<file path="config.mk">
export PLATFORM = sky130hd
export DESIGN_NAME = sa_wresp_channel
export DESIGN_NICKNAME = d
export VERILOG_FILES = /design/src/rtl/sa_wresp_channel_pkg.sv /design/src/rtl/sa_wresp_channel_fifo.sv /design/src/rtl/sa_wresp_channel.sv
export SDC_FILE = /design/constraint.sdc
export NUM_CORES = 1
export LEC_CHECK = 0
export CAP_MARGIN = 40
export CORE_UTILIZATION = 45
export DETAILED_ROUTE_END_ITERATION = 10
export PLACE_DENSITY = 0.84
export SLEW_MARGIN = 25
export SYNTH_ARGS = -nofsm -noshare
export SYNTH_HDL_FRONTEND = slang
export SYNTH_SLANG_ARGS = --single-unit
</file>
<file path="constraint.sdc">
create_clock -name ACLK_i -period 2.6 [get_ports ACLK_i]
set_input_delay 0.26 -clock ACLK_i [delete_from_list [all_inputs] [get_ports ACLK_i]]
set_output_delay 0.26 -clock ACLK_i [all_outputs]
set_load 0.005 [all_outputs]
</file>
<file path="src/rtl/sa_wresp_channel_pkg.sv">
// Shared interconnect parameters for the write-response channel slice.
// Widths and default depths used by the dispatcher blocks.
package sa_wresp_channel_pkg;

  localparam int DEF_TRANS_MST_ID_W   = 5;
  localparam int DEF_TRANS_WR_RESP_W  = 2;
  localparam int DEF_OUTSTANDING_AMT  = 8;

endpackage

</file>
<file path="src/rtl/sa_wresp_channel_fifo.sv">
// Synchronous FIFO with occupancy counter; push is ignored when full,
// pop is ignored when empty. Read data is the current head (show-ahead).
module sa_wresp_channel_fifo #(
  parameter int DATA_WIDTH = 1,
  parameter int FIFO_DEPTH = 8,
  parameter int CNT_W      = $clog2(FIFO_DEPTH) + 1
) (
  input  logic                  clk,
  input  logic                  rst_n,
  input  logic                  wr_en,
  input  logic [DATA_WIDTH-1:0] wr_data,
  input  logic                  rd_en,
  output logic [DATA_WIDTH-1:0] rd_data,
  output logic                  empty,
  output logic                  full,
  output logic [CNT_W-1:0]      count
);

  localparam int PTR_W = (FIFO_DEPTH > 1) ? $clog2(FIFO_DEPTH) : 1;

  logic [DATA_WIDTH-1:0] mem [FIFO_DEPTH];
  logic [PTR_W-1:0]      wr_ptr;
  logic [PTR_W-1:0]      rd_ptr;
  logic                  push;
  logic                  pop;

  assign empty   = (count == '0);
  assign full    = (count == CNT_W'(FIFO_DEPTH));
  assign push    = wr_en & ~full;
  assign pop     = rd_en & ~empty;
  assign rd_data = mem[rd_ptr];

  // Explicit wrap so non power-of-two depths work.
  function automatic logic [PTR_W-1:0] ptr_inc(input logic [PTR_W-1:0] p);
    return (p == PTR_W'(FIFO_DEPTH - 1)) ? '0 : p + 1'b1;
  endfunction

  always_ff @(posedge clk or negedge rst_n) begin
    if (!rst_n) begin
      wr_ptr <= '0;
      rd_ptr <= '0;
      count  <= '0;
    end else begin
      if (push) wr_ptr <= ptr_inc(wr_ptr);
      if (pop)  rd_ptr <= ptr_inc(rd_ptr);
      case ({push, pop})
        2'b10:   count <= count + 1'b1;
        2'b01:   count <= count - 1'b1;
        default: count <= count;
      endcase
    end
  end

  always_ff @(posedge clk) begin
    if (push) mem[wr_ptr] <= wr_data;
  end

endmodule

</file>
<file path="src/rtl/sa_wresp_channel.sv">
// Write-response return path: routes slave B responses to the master that
// won the matching AW grant, using an in-order record of granted masters.
module sa_wresp_channel
  import sa_wresp_channel_pkg::*;
#(
  parameter int MST_AMT         = 2,
  parameter int OUTSTANDING_AMT = DEF_OUTSTANDING_AMT,
  parameter int OUTST_CTN_W     = $clog2(OUTSTANDING_AMT) + 1,
  parameter int TRANS_MST_ID_W  = DEF_TRANS_MST_ID_W,
  parameter int MST_ID_W        = $clog2(MST_AMT),
  parameter int TRANS_SLV_ID_W  = TRANS_MST_ID_W + MST_ID_W,
  parameter int TRANS_WR_RESP_W = DEF_TRANS_WR_RESP_W
) (
  input  logic                                ACLK_i,
  input  logic                                ARESETn_i,
  input  logic [TRANS_SLV_ID_W-1:0]           s_BID_i,
  input  logic [TRANS_WR_RESP_W-1:0]          s_BRESP_i,
  input  logic                                s_BVALID_i,
  output logic                                s_BREADY_o,
  input  logic [MST_ID_W-1:0]                 aw_mst_id_i,
  input  logic                                aw_shift_en_i,
  output logic [OUTST_CTN_W-1:0]              aw_B_outst_ctn_o,
  output logic                                aw_B_full_o,
  output logic [TRANS_MST_ID_W*MST_AMT-1:0]   dsp_BID_o,
  output logic [TRANS_WR_RESP_W*MST_AMT-1:0]  dsp_BRESP_o,
  output logic [MST_AMT-1:0]                  dsp_BVALID_o,
  input  logic [MST_AMT-1:0]                  dsp_BREADY_i,
  output logic                                err_o
);

  // Handshakes: a transfer occurs on a rising edge with valid & ready both
  // high; valid is never lowered or altered until its transfer completes.

  logic [MST_ID_W-1:0]        order_head;
  logic                       order_empty;
  logic                       order_full;
  logic                       slv_accept;
  logic                       stage_pop;
  logic                       id_mismatch;

  logic                       stage_valid;
  logic [MST_ID_W-1:0]        stage_dest;
  logic [TRANS_MST_ID_W-1:0]  stage_bid;
  logic [TRANS_WR_RESP_W-1:0] stage_bresp;

  sa_wresp_channel_fifo #(
    .DATA_WIDTH (MST_ID_W),
    .FIFO_DEPTH (OUTSTANDING_AMT),
    .CNT_W      (OUTST_CTN_W)
  ) u_order_fifo (
    .clk     (ACLK_i),
    .rst_n   (ARESETn_i),
    .wr_en   (aw_shift_en_i),
    .wr_data (aw_mst_id_i),
    .rd_en   (slv_accept),
    .rd_data (order_head),
    .empty   (order_empty),
    .full    (order_full),
    .count   (aw_B_outst_ctn_o)
  );

  assign aw_B_full_o = order_full;
  assign stage_pop   = stage_valid & dsp_BREADY_i[stage_dest];
  // Never accept a response without a recorded owner for it.
  assign s_BREADY_o  = ~order_empty & (~stage_valid | stage_pop);
  assign slv_accept  = s_BVALID_i & s_BREADY_o;
  assign id_mismatch = (s_BID_i[TRANS_SLV_ID_W-1:TRANS_MST_ID_W] != order_head);

  always_ff @(posedge ACLK_i or negedge ARESETn_i) begin
    if (!ARESETn_i) begin
      stage_valid <= 1'b0;
      stage_dest  <= '0;
      stage_bid   <= '0;
      stage_bresp <= '0;
    end else if (slv_accept) begin
      stage_valid <= 1'b1;
      stage_dest  <= order_head;
      stage_bid   <= s_BID_i[TRANS_MST_ID_W-1:0];
      stage_bresp <= s_BRESP_i;
    end else if (stage_pop) begin
      stage_valid <= 1'b0;
    end
  end

  // Sticky: dropped AW record or response ID disagreeing with grant order.
  always_ff @(posedge ACLK_i or negedge ARESETn_i) begin
    if (!ARESETn_i) begin
      err_o <= 1'b0;
    end else if ((aw_shift_en_i & order_full) | (slv_accept & id_mismatch)) begin
      err_o <= 1'b1;
    end
  end

  assign dsp_BID_o   = {MST_AMT{stage_bid}};
  assign dsp_BRESP_o = {MST_AMT{stage_bresp}};

  for (genvar k = 0; k < MST_AMT; k++) begin : g_dsp_valid
    assign dsp_BVALID_o[k] = stage_valid & (stage_dest == MST_ID_W'(k));
  end

endmodule

</file>
==> flow_summary.yaml <==
cts:
  tritoncts: "yes"
  cts_buffers: 3
  clk_pin_slew_worst_paths_ps: 140
  clkSinkCount: 28
  postCtsHoldBufs: 0
  cts-resized-gates: 0
  post-cts-setup-buffer-count: 0
  clockRootBuffer: "sky130_fd_sc_hd__clkbuf_4"
  worstSkewPairLatency_ps: 330
  clock_tree.htree_level_count: 1
  clockBufferDepth: 2
timing:
  fin_max_slew_vios: 0
  tightest_slew_ps: 573
  rsz0062_at_grt: "false"
  timing.max_slew.rel_slack: 0.617
  post-route-min-period_ps: 2300
  clock-skew-final_ps: 3.17
  max_clock_freq_mhz: 435
  setup_viol: 0
  timing_hold_violations_final: 0
  setup_tns_ps: 0
  finalCritPeriodShare: 0.884
synthesis:
  ys_seq_elements: 28
  dominantRegCellSynth: "sky130_fd_sc_hd__dfrtp_1"
  distinct_cell_type_count_of_the_synthesized_netlist: 30
  synth_area_leader: "sky130_fd_sc_hd__dfrtp_1"
  area_share_of_the_leading_cell_type_in_the_synthesized_netlist: 0.356
  yosys.cell_count.top_type: "sky130_fd_sc_hd__dfrtp_1"
  synthCells: 108
  synth-edff-count: 8
  synth.yosys.seq_area_share: 0.527
  synthArstFlopShare: 0.714
  yosysWarnings: 0
  synth_top_cells_by_area: "sky130_fd_sc_hd__dfrtp_1, sky130_fd_sc_hd__edfxtp_1, sky130_fd_sc_hd__mux2_2"
  synth_top_cells_by_count: "sky130_fd_sc_hd__dfrtp_1, sky130_fd_sc_hd__edfxtp_1, sky130_fd_sc_hd__mux2_2"
  post_synth.cell_area_avg_sq_um: 13.0
  synthesized_netlist_net_count: 130
  syn_area_sq_um: 1410
die:
  core_area_sq_um: 2850
  die-area_sq_um: 3350
  boundaryPins: 38
  die-width_um: 57.9
  row_count: 19
  die_y_extent_um: 57.9
  floorplan.initialDensity: 0.493
cells_and_area:
  final.fill_count: 240
  num_antenna_cells: 0
  fin_area_sq_um: 1790
  fraction_of_layout_cells_with_a_size_suffix_above_1: 0.161
  area_growth_pct: 27.7
  finish.net_count: 166
worst_setup_path:
  worst_path_most_repeated_cell: "sky130_fd_sc_hd__xor2_1"
  critPathCaptureType: "flip-flop"
  timing.critical_path.from_type: "flip-flop"
  path_class: "flip-flop to flip-flop"
  slowest_delay_ps: 510
  crit_path_cell_trace: "nor4_2 > a211o_1 > inv_1 > ha_1 > xor2_1 > ha_1 > a21oi_1 > xor2_1 > nor2_1 > xor2_1"
  critical_path_cell_with_the_highest_stage_delay: "sky130_fd_sc_hd__dfrtp_1"
  critical_path_peak_fanout: 8
  crit_arrival_ps: 2530
  required_ps: 2830
global_route:
  pin_count_of_the_biggest_net_entering_global_routing: 16
  most_used_routing_layer: "met2"
  first_global_vias: 902
  global_route.usage.met3: 0.0357
  globalRouteOverflowTotal: 0
  globalRouteMet1Util: 0.191
  grt_antenna_before_repair: 0
  met2_usage: 0.274
  grt_usage: 0.154
  global_route_wire_length_before_repair_um: 3990
power:
  combPwrFrac: 0.486
  p_leak_nw: 0.748
  pwr_density_cell_nw_per_um2: 1100
  switching_share: 0.330
  total_switching_power_mw: 0.649
  p_seq_frac: 0.420
  power.ir.vdd_worst_mv: 0.658
  internal-power_mw: 1.32
  power.clock.fraction: 0.094
placement:
  hpwlAfterDp_um: 1810
  portBuffers: 37
  dpl_cell_area_sq_um: 1770
  globalplace.congestion: 0.762
routing:
  dr_total_vias: 935
  drt_first_pass_iters: 7
  drt-initial-drc-count: 20
  post_dr_wirelength_cell_um: 13.8
  route.antenna.remaining_nets: 0
  drt-total-wl_um: 2410
  detail_route.drc_violations: 7
  via_per_inst: 5.37
run:
  timing.max_cap.violations: 0
outcome:
  violations_in_the_final_reports: "design-rule violations"
  result_of_the_run: "finished with violations"
hold_path:
  hold_class: "input port to asynchronous set/reset pin"
layer usage:
metal / wire length (um) / share of wire / vias up
met2: 1130 / 0.47 / 36
met3: 192 / 0.080 / 2
met1: 1050 / 0.44 / 446
met4: 26 / 0.011 / 0
met5: 0 / 0 / -
li1: - / - / 451
path summary, 6_finish.rpt:
kind | start | endpoint | slack (ps) | depth (start not counted)
min reg2reg | stage_bid[3]$_DFFE_PN0P_ | stage_bid[3]$_DFFE_PN0P_ | 550 | 1
max reg2reg | u_order_fifo.count[0]$_DFFE_PN0P_ | u_order_fifo.count[2]$_DFFE_PN0P_ | 300 | 10
max in group asynchronous | ARESETn_i | u_order_fifo.count[3]$_DFFE_PN0P_ | 1850 | 2
max | u_order_fifo.count[0]$_DFFE_PN0P_ | u_order_fifo.count[2]$_DFFE_PN0P_ | 300 | 10
min | ARESETn_i | u_order_fifo.rd_ptr[1]$_DFFE_PN0P_ | 270 | 1
min in group ACLK_i | s_BID_i[3] | stage_bid[3]$_DFFE_PN0P_ | 540 | 2
power by group through the flow:
stage / combinational [mW] / sequential [mW] / clock, mW
3_3_place_gp: 0.932 / 0.818 / 0
2_1_floorplan: 0.618 / 0.792 / 0
3_5_place_dp: 0.965 / 0.840 / 0
5_1_grt: 1.06 / 0.856 / 0.207
6_report: 0.956 / 0.826 / 0.186
4_1_cts: 0.969 / 0.829 / 0.190
cells in the final DEF (no fill, tap or decap), types with 2 or more instances in the layout:
cell                              synthesis  routed
sky130_fd_sc_hd__clkdlybuf4s50_1          0      37
sky130_fd_sc_hd__dfrtp_1                 20      20
sky130_fd_sc_hd__mux2_2                   8       8
sky130_fd_sc_hd__edfxtp_1                 8       8
sky130_fd_sc_hd__nor2_1                   7       7
sky130_fd_sc_hd__ha_1                     7       7
sky130_fd_sc_hd__nand2_1                  6       6
sky130_fd_sc_hd__xor2_1                   5       5
sky130_fd_sc_hd__o21ai_0                  5       5
sky130_fd_sc_hd__nand2b_1                 4       4
sky130_fd_sc_hd__nor3_1                   3       3
sky130_fd_sc_hd__a21oi_1                  3       3
sky130_fd_sc_hd__mux2_4                   3       3
sky130_fd_sc_hd__clkbuf_4                 0       3
sky130_fd_sc_hd__buf_4                    7       3
sky130_fd_sc_hd__mux2i_1                  2       2
sky130_fd_sc_hd__inv_1                    2       2
sky130_fd_sc_hd__mux4_2                   2       2
sky130_fd_sc_hd__a211oi_1                 2       2
state kept, by name, summed over array words and instances (netlist names):
signal and cells:
stage_dest 1, stage_bresp 2, stage_valid 1, u_order_fifo.mem 8
u_order_fifo.count 4, stage_bid 5, err_o 1, u_order_fifo.rd_ptr 3
u_order_fifo.wr_ptr 3
layout make-up:
cell class                      count  area, sq um  share of cell area
Sequential cell                    28          741               0.413
Multi-Input combinational cell     68          577               0.321
Clock buffer                        4         26.3              0.0146
Timing Repair Buffer               41          404               0.225
Inverter                            2         7.51             0.00418
Tap cell                           31         38.8              0.0216
per-stage QoR:
stage	utilization	hold WS (ps)	power [mW]	std cells	setup WS (ps)
2_1_floorplan	-	-35.6	1.41	108	190
3_3_place_gp	0.616	508	1.75	169	298
3_5_place_dp	0.620	524	1.81	170	209
4_1_cts	0.629	290	1.99	174	295
6_report	0.629	274	1.97	174	302
5_1_grt	0.629	307	2.12	174	124
logic make-up (layout without fill, tap and decap cells):
kind of cell,count (synthesis),in the layout,share of synthesized area
AO/OA/AOI/OAI,12,12,0.0508
XOR/XNOR,6,6,0.0374
adder cells (fa/ha/maj),7,7,0.0623
buffers and inverters,12,47,0.0623
flip-flops,28,28,0.527
multiplexers,15,15,0.142
AND/OR/NAND/NOR,28,28,0.118
worst max-delay path: cells and delay by family (launching register included):
family                   cells  cell delay (ps)
XOR/XNOR                     3              460
adder cells (fa/ha/maj)      2              440
buffers and inverters        1               60
AND/OR/NAND/NOR              2              410
AO/OA/AOI/OAI                2              310
flip-flops                   1              510
Power figures use the tool's default switching activity.
==> RTL edit 1, RTL diff (same flow settings) <==
The package constant `DEF_TRANS_MST_ID_W` goes from 5 to 10.
--- a/src/rtl/sa_wresp_channel_pkg.sv
+++ b/src/rtl/sa_wresp_channel_pkg.sv
@@ -2,7 +2,7 @@
 // Widths and default depths used by the dispatcher blocks.
 package sa_wresp_channel_pkg;
 
-  localparam int DEF_TRANS_MST_ID_W   = 5;
+  localparam int DEF_TRANS_MST_ID_W   = 10;
   localparam int DEF_TRANS_WR_RESP_W  = 2;
   localparam int DEF_OUTSTANDING_AMT  = 8;
 
Interface: changed (resized dsp_BID_o and s_BID_i); port bits go from 38 to 53. The function was not compared with the original's and may differ.
==> RTL edit 1 against the unedited design <==
Synthesized area grew 18%. Power increased by 33%. Design area rose by 24%. Maximum frequency is 2.0% lower. Combinational power is 33% higher. Sequential cell count is 5 higher. Routed wire length increased by 30%. Count of clock-buffer cells in the layout is 1 higher. Synthesized cell count rose by 14%. Non-clock buffer count increased by 14. Worst setup slack lost 0.047 ns. Critical endpoint unchanged.
==> RTL edit 1: results (changes against the unedited design) <==
Run status
  • Status: finished, final reports clean

Setup path
  • CP Data Arrival Time: 2.51 ns (-0.02 ns)
  • Kind of cell adding the most delay to the critical path: XOR/XNOR gates
  • Critical Path Max Stage Delay: 0.48 ns (-0.03 ns)
  • CP max FO: 8 (unchanged)
  • R2R setup slack: 0.26 ns (-0.05 ns)

GRT
  • Largest net degree at the start of global routing: 26 (+10)
  • Global-route usage over all layers: 0.1797 (+0.02604)
  • Number of global-route vias before repair: 1154 (+28%)
  • First-pass GRT wire length: 5313 um (+33%)

Placed design
  • Final GP Congestion: 0.7252 (-4.8%)
  • Final HPWL DP: 2330 um (+29%)
  • Port bufs: 52 (+41%)
  • Placed insts: 209 (+23%)
  • Placement Setup Slack: 0.1599 ns (-0.04868 ns)
  • Placed inst area: 0.002146 mm2 (+21%)

Route
  • DRT Pass-1 Iters: 4 (-3)
  • Final wirelength: 3116 um (+30%)
  • Drt wl/cell: 14.36 um (+3.9%)
  • Initial drt markers: 26 (+30%)
  • Via/cell ratio: 5.088 (-5.3%)

Synth
  • Top post-synthesis cells by area: dfrtp_1 (38%), edfxtp_1 (14%), mux2_4 (12%), buf_4 (5.4%), ha_1 (5.3%)
  • Distinct cells, synth: 33 (+10%)
  • Fraction of registers with async set/reset: 0.7576 (+0.04329)
  • Syn nets: 150 (+15%)
  • Sequential element share of the synthesized area: 0.5207 (-0.006467)
  • Post-synthesis cell area: 0.001663 mm2 (+18%)
  • Synth top cells by count: dfrtp_1 (25), mux2_4 (13), buf_4 (12)
  • Syn Inst Count: 123 (+14%)
  • YS warnings: 0 (unchanged)

Final layout
  • Fin nets: 197 (+19%)
  • Ant. Diodes: 0 (unchanged)
  • Biggest registers after layout: stage_bid: 10 flops, u_order_fifo.mem: 8 flops, u_order_fifo.count: 4 flops

Clock network
  • Root Driver: clkbuf_8
  • Clock tree buffer depth: 2 (unchanged)
  • Number of buffers created by CTS: 5 (+2)
  • H-Tree Level Count: 2 (+1)
  • Clock latency on the worst-skew pair: 0.28 ns (-0.05 ns)
  • Worst-path clk slew: 0.07 ns (-0.07 ns)

STA
  • Worst Slack Setup Final: 0.2551 ns (-0.04720 ns)
  • Slew @ Worst Pin: 0.3361 ns (-0.2373 ns)
  • Fin Hold WS: 0.3391 ns (+0.06512 ns)
  • Skew final: 0.008287 ns (+0.005119 ns)

Power
  • Peak VDD IR: 0.5066 mV (-23%)
  • Pleak: 0.9557 nW (+28%)

Hold path
  • Min-delay worst type: input pin to async pin
==> RTL edit 1: final timing paths <==
path                                       start                      to  cells past startpoint
setup / recovery           u_order_fifo.count[0]   u_order_fifo.count[2]                     10
hold / removal                         ARESETn_i          stage_bresp[1]                      2
max in group asynchronous              ARESETn_i  u_order_fifo.wr_ptr[0]                      2
setup reg to reg           u_order_fifo.count[0]   u_order_fifo.count[2]                     10
min in group ACLK_i                 stage_bid[9]            stage_bid[9]                      1
hold reg to reg                     stage_bid[9]            stage_bid[9]                      1
==> RTL edit 1: report_power, final <==
| part | switching, mW | internal [mW] |
|---|---|---|
| clock network | 0.184 | 0.185 |
| registers | 0.244 | 0.747 |
| logic | 0.414 | 0.854 |
| total | 0.842 | 1.79 |
==> RTL edit 1: per-layer routing <==
layer,global-route usage,share of wire
met5,0,0
met4,0.07558,0.013
met3,0.06569,0.049
met2,0.2935,0.50
met1,0.2127,0.44
==> RTL edit 1: layout make-up <==
class	instances	area [um2]
sequential	33	865.8
inverter	2	7.507
tap	46	57.56
clock buffer	5	68.82
fill	254	1211
clock inverter	3	16.27
timing repair buffer	55	543.0
multi-input combinational	73	671.9
==> RTL edit 1: cell families after synthesis <==
logic type | count (synthesis) | synth area share
adders and majority gates | 7 | 0.05267
xor gates and xnor gates | 6 | 0.03160
and+or+nand+nor | 28 | 0.1001
buffers and inverters | 17 | 0.07524
muxes | 20 | 0.1768
DFF | 33 | 0.5207
AOI/OAI and AO/OA | 12 | 0.04288
==> RTL edit 2, RTL diff (same settings) <==
Made on the original files. Reset style: synchronous (`ARESETn_i` and `rst_n`), changed in 3 clocked blocks.
--- a/src/rtl/sa_wresp_channel_fifo.sv
+++ b/src/rtl/sa_wresp_channel_fifo.sv
@@ -35,7 +35,7 @@
     return (p == PTR_W'(FIFO_DEPTH - 1)) ? '0 : p + 1'b1;
   endfunction
 
-  always_ff @(posedge clk or negedge rst_n) begin
+  always_ff @(posedge clk) begin
     if (!rst_n) begin
       wr_ptr <= '0;
       rd_ptr <= '0;
--- a/src/rtl/sa_wresp_channel.sv
+++ b/src/rtl/sa_wresp_channel.sv
@@ -66,7 +66,7 @@
   assign slv_accept  = s_BVALID_i & s_BREADY_o;
   assign id_mismatch = (s_BID_i[TRANS_SLV_ID_W-1:TRANS_MST_ID_W] != order_head);
 
-  always_ff @(posedge ACLK_i or negedge ARESETn_i) begin
+  always_ff @(posedge ACLK_i) begin
     if (!ARESETn_i) begin
       stage_valid <= 1'b0;
       stage_dest  <= '0;
@@ -83,7 +83,7 @@
   end
 
   // Sticky: dropped AW record or response ID disagreeing with grant order.
-  always_ff @(posedge ACLK_i or negedge ARESETn_i) begin
+  always_ff @(posedge ACLK_i) begin
     if (!ARESETn_i) begin
       err_o <= 1'b0;
     end else if ((aw_shift_en_i & order_full) | (slv_accept & id_mismatch)) begin
Check against the original RTL: differs if ARESETn_i is asserted again (counterexample within 4 cycles, from zero or initial values and one cycle with ARESETn_i low); with ARESETn_i held inactive, the same outputs for 10 cycles.
==> RTL edit 2 against the unedited design <==
Design area grew 6.1%. Clock skew grew 0.0084 ns. Power down 13%. Combinational power fell by 26%. Sequential cell count grew 3. Synthesized cell count grew 22%. Synthesized area up 4.4%. Routed wire length grew 23%. Sequential power down 14%. Worst setup slack worse by 0.12 ns. Maximum frequency decreased by 4.9%. Largest cell class unchanged. Largest power group unchanged.
==> RTL edit 2: results (changes against the unedited design) <==
Setup path
  • Kind of cell adding the most delay to the critical path: compound AO/OA/AOI/OAI gates
  • Worst reg2reg endpoint: u_order_fifo.count[2]
  • R2R cell count: 9 (-1)
  • CP max FO: 10 (+2)
  • Critical Path Max Stage Delay: 0.48 ns (-0.03 ns)

Floorplanning
  • Rows: 20 (+1)

Synth
  • Compound-cell area share of the yosys netlist: 0.07935 (+0.02859)
  • Adder-Cell Fraction of Synth Area: 0.05973 (-0.002606)
  • Syn Area/Cell: 11.11 um2 (-15%)
  • Distinct cells, synth: 32 (+6.7%)
  • Mux contribution to synthesized area: 0.1263 (-0.01620)
  • Post-synthesis xor/xnor area fraction: 0.01792 (-0.01948)
  • Fraction of registers with async set/reset: 0 (-0.7143)

Placed design
  • Final HPWL DP: 2284 um (+26%)

Final layout
  • Filler cells: 253 (+5.4%)
  • Fin nets: 191 (+15%)

Power
  • Pleak: 0.7092 nW (-5.2%)

Route
  • Initial drt markers: 43 (+110%)
  • Drt wl/cell: 13.80 um (-0.16%)
  • Met3 wire len: 105 um (-45%)

GRT
  • Met1 Use GR: 0.2116 (+0.02051)
  • First-pass GRT wire length: 4878 um (+22%)
  • Number of global-route vias before repair: 1087 (+21%)

Hold path
  • Min-delay worst type: flip-flop to flip-flop

STA
  • Fin Hold WS: 0.5275 ns (+0.2536 ns)
  • Worst Slack Setup Final: 0.1850 ns (-0.1173 ns)

Run status
  • Status: finished, final reports clean
[RTL edit 2: worst register-to-register path, cell delays in order (launching register included)]
cell     delay [ns]
dfxtp_1        0.44
o41ai_4        0.48
a21oi_4        0.06
ha_1           0.23
xor2_1         0.15
ha_1           0.19
a21oi_1        0.15
xor2_1         0.10
or3_2          0.41
a21oi_1        0.14
[RTL edit 2: cell type report]
cell class | instances | area [um2] | area share
multi-input combinational | 89 | 683.2 | 0.3590
inverter | 1 | 3.754 | 0.001972
clock inverter | 1 | 5.005 | 0.002630
sequential | 31 | 700.7 | 0.3682
tap | 44 | 55.05 | 0.02893
timing repair buffer | 41 | 400.4 | 0.2104
clock buffer | 7 | 55.05 | 0.02893
[RTL edit 2: worst max-delay path by stage]
stage / startpoint / endpoint / depth (start not counted)
floorplan: u_order_fifo.count[1] / u_order_fifo.count[2] / 11
CTS: u_order_fifo.count[0] / u_order_fifo.count[2] / 9
detailed placement: dsp_BREADY_i[1] / u_order_fifo.count[2] / 10
finish: u_order_fifo.count[1] / u_order_fifo.count[2] / 9
global route: u_order_fifo.count[0] / u_order_fifo.count[2] / 9
global placement: dsp_BREADY_i[1] / u_order_fifo.count[2] / 10
[RTL edit 2: power groups by stage]
stage | Sequential (mW) | Combinational [mW] | Clock, mW
after CTS | 0.701 | 0.706 | 0.295
final | 0.709 | 0.710 | 0.286
after global routing | 0.727 | 0.770 | 0.324
after detailed placement | 0.712 | 0.702 | 0
after floorplan | 0.685 | 0.451 | 0
after global placement | 0.703 | 0.670 | 0
[RTL edit 2: stage by stage]
stage                     utilization  power, mW  cell area [um2]
after global routing           0.6183      1.821             1903
after global placement         0.5951      1.373             1832
after detailed placement       0.5951      1.414             1832
after floorplan                     -      1.136             1466
final                          0.6183      1.704             1903
after CTS                      0.6146      1.701             1892
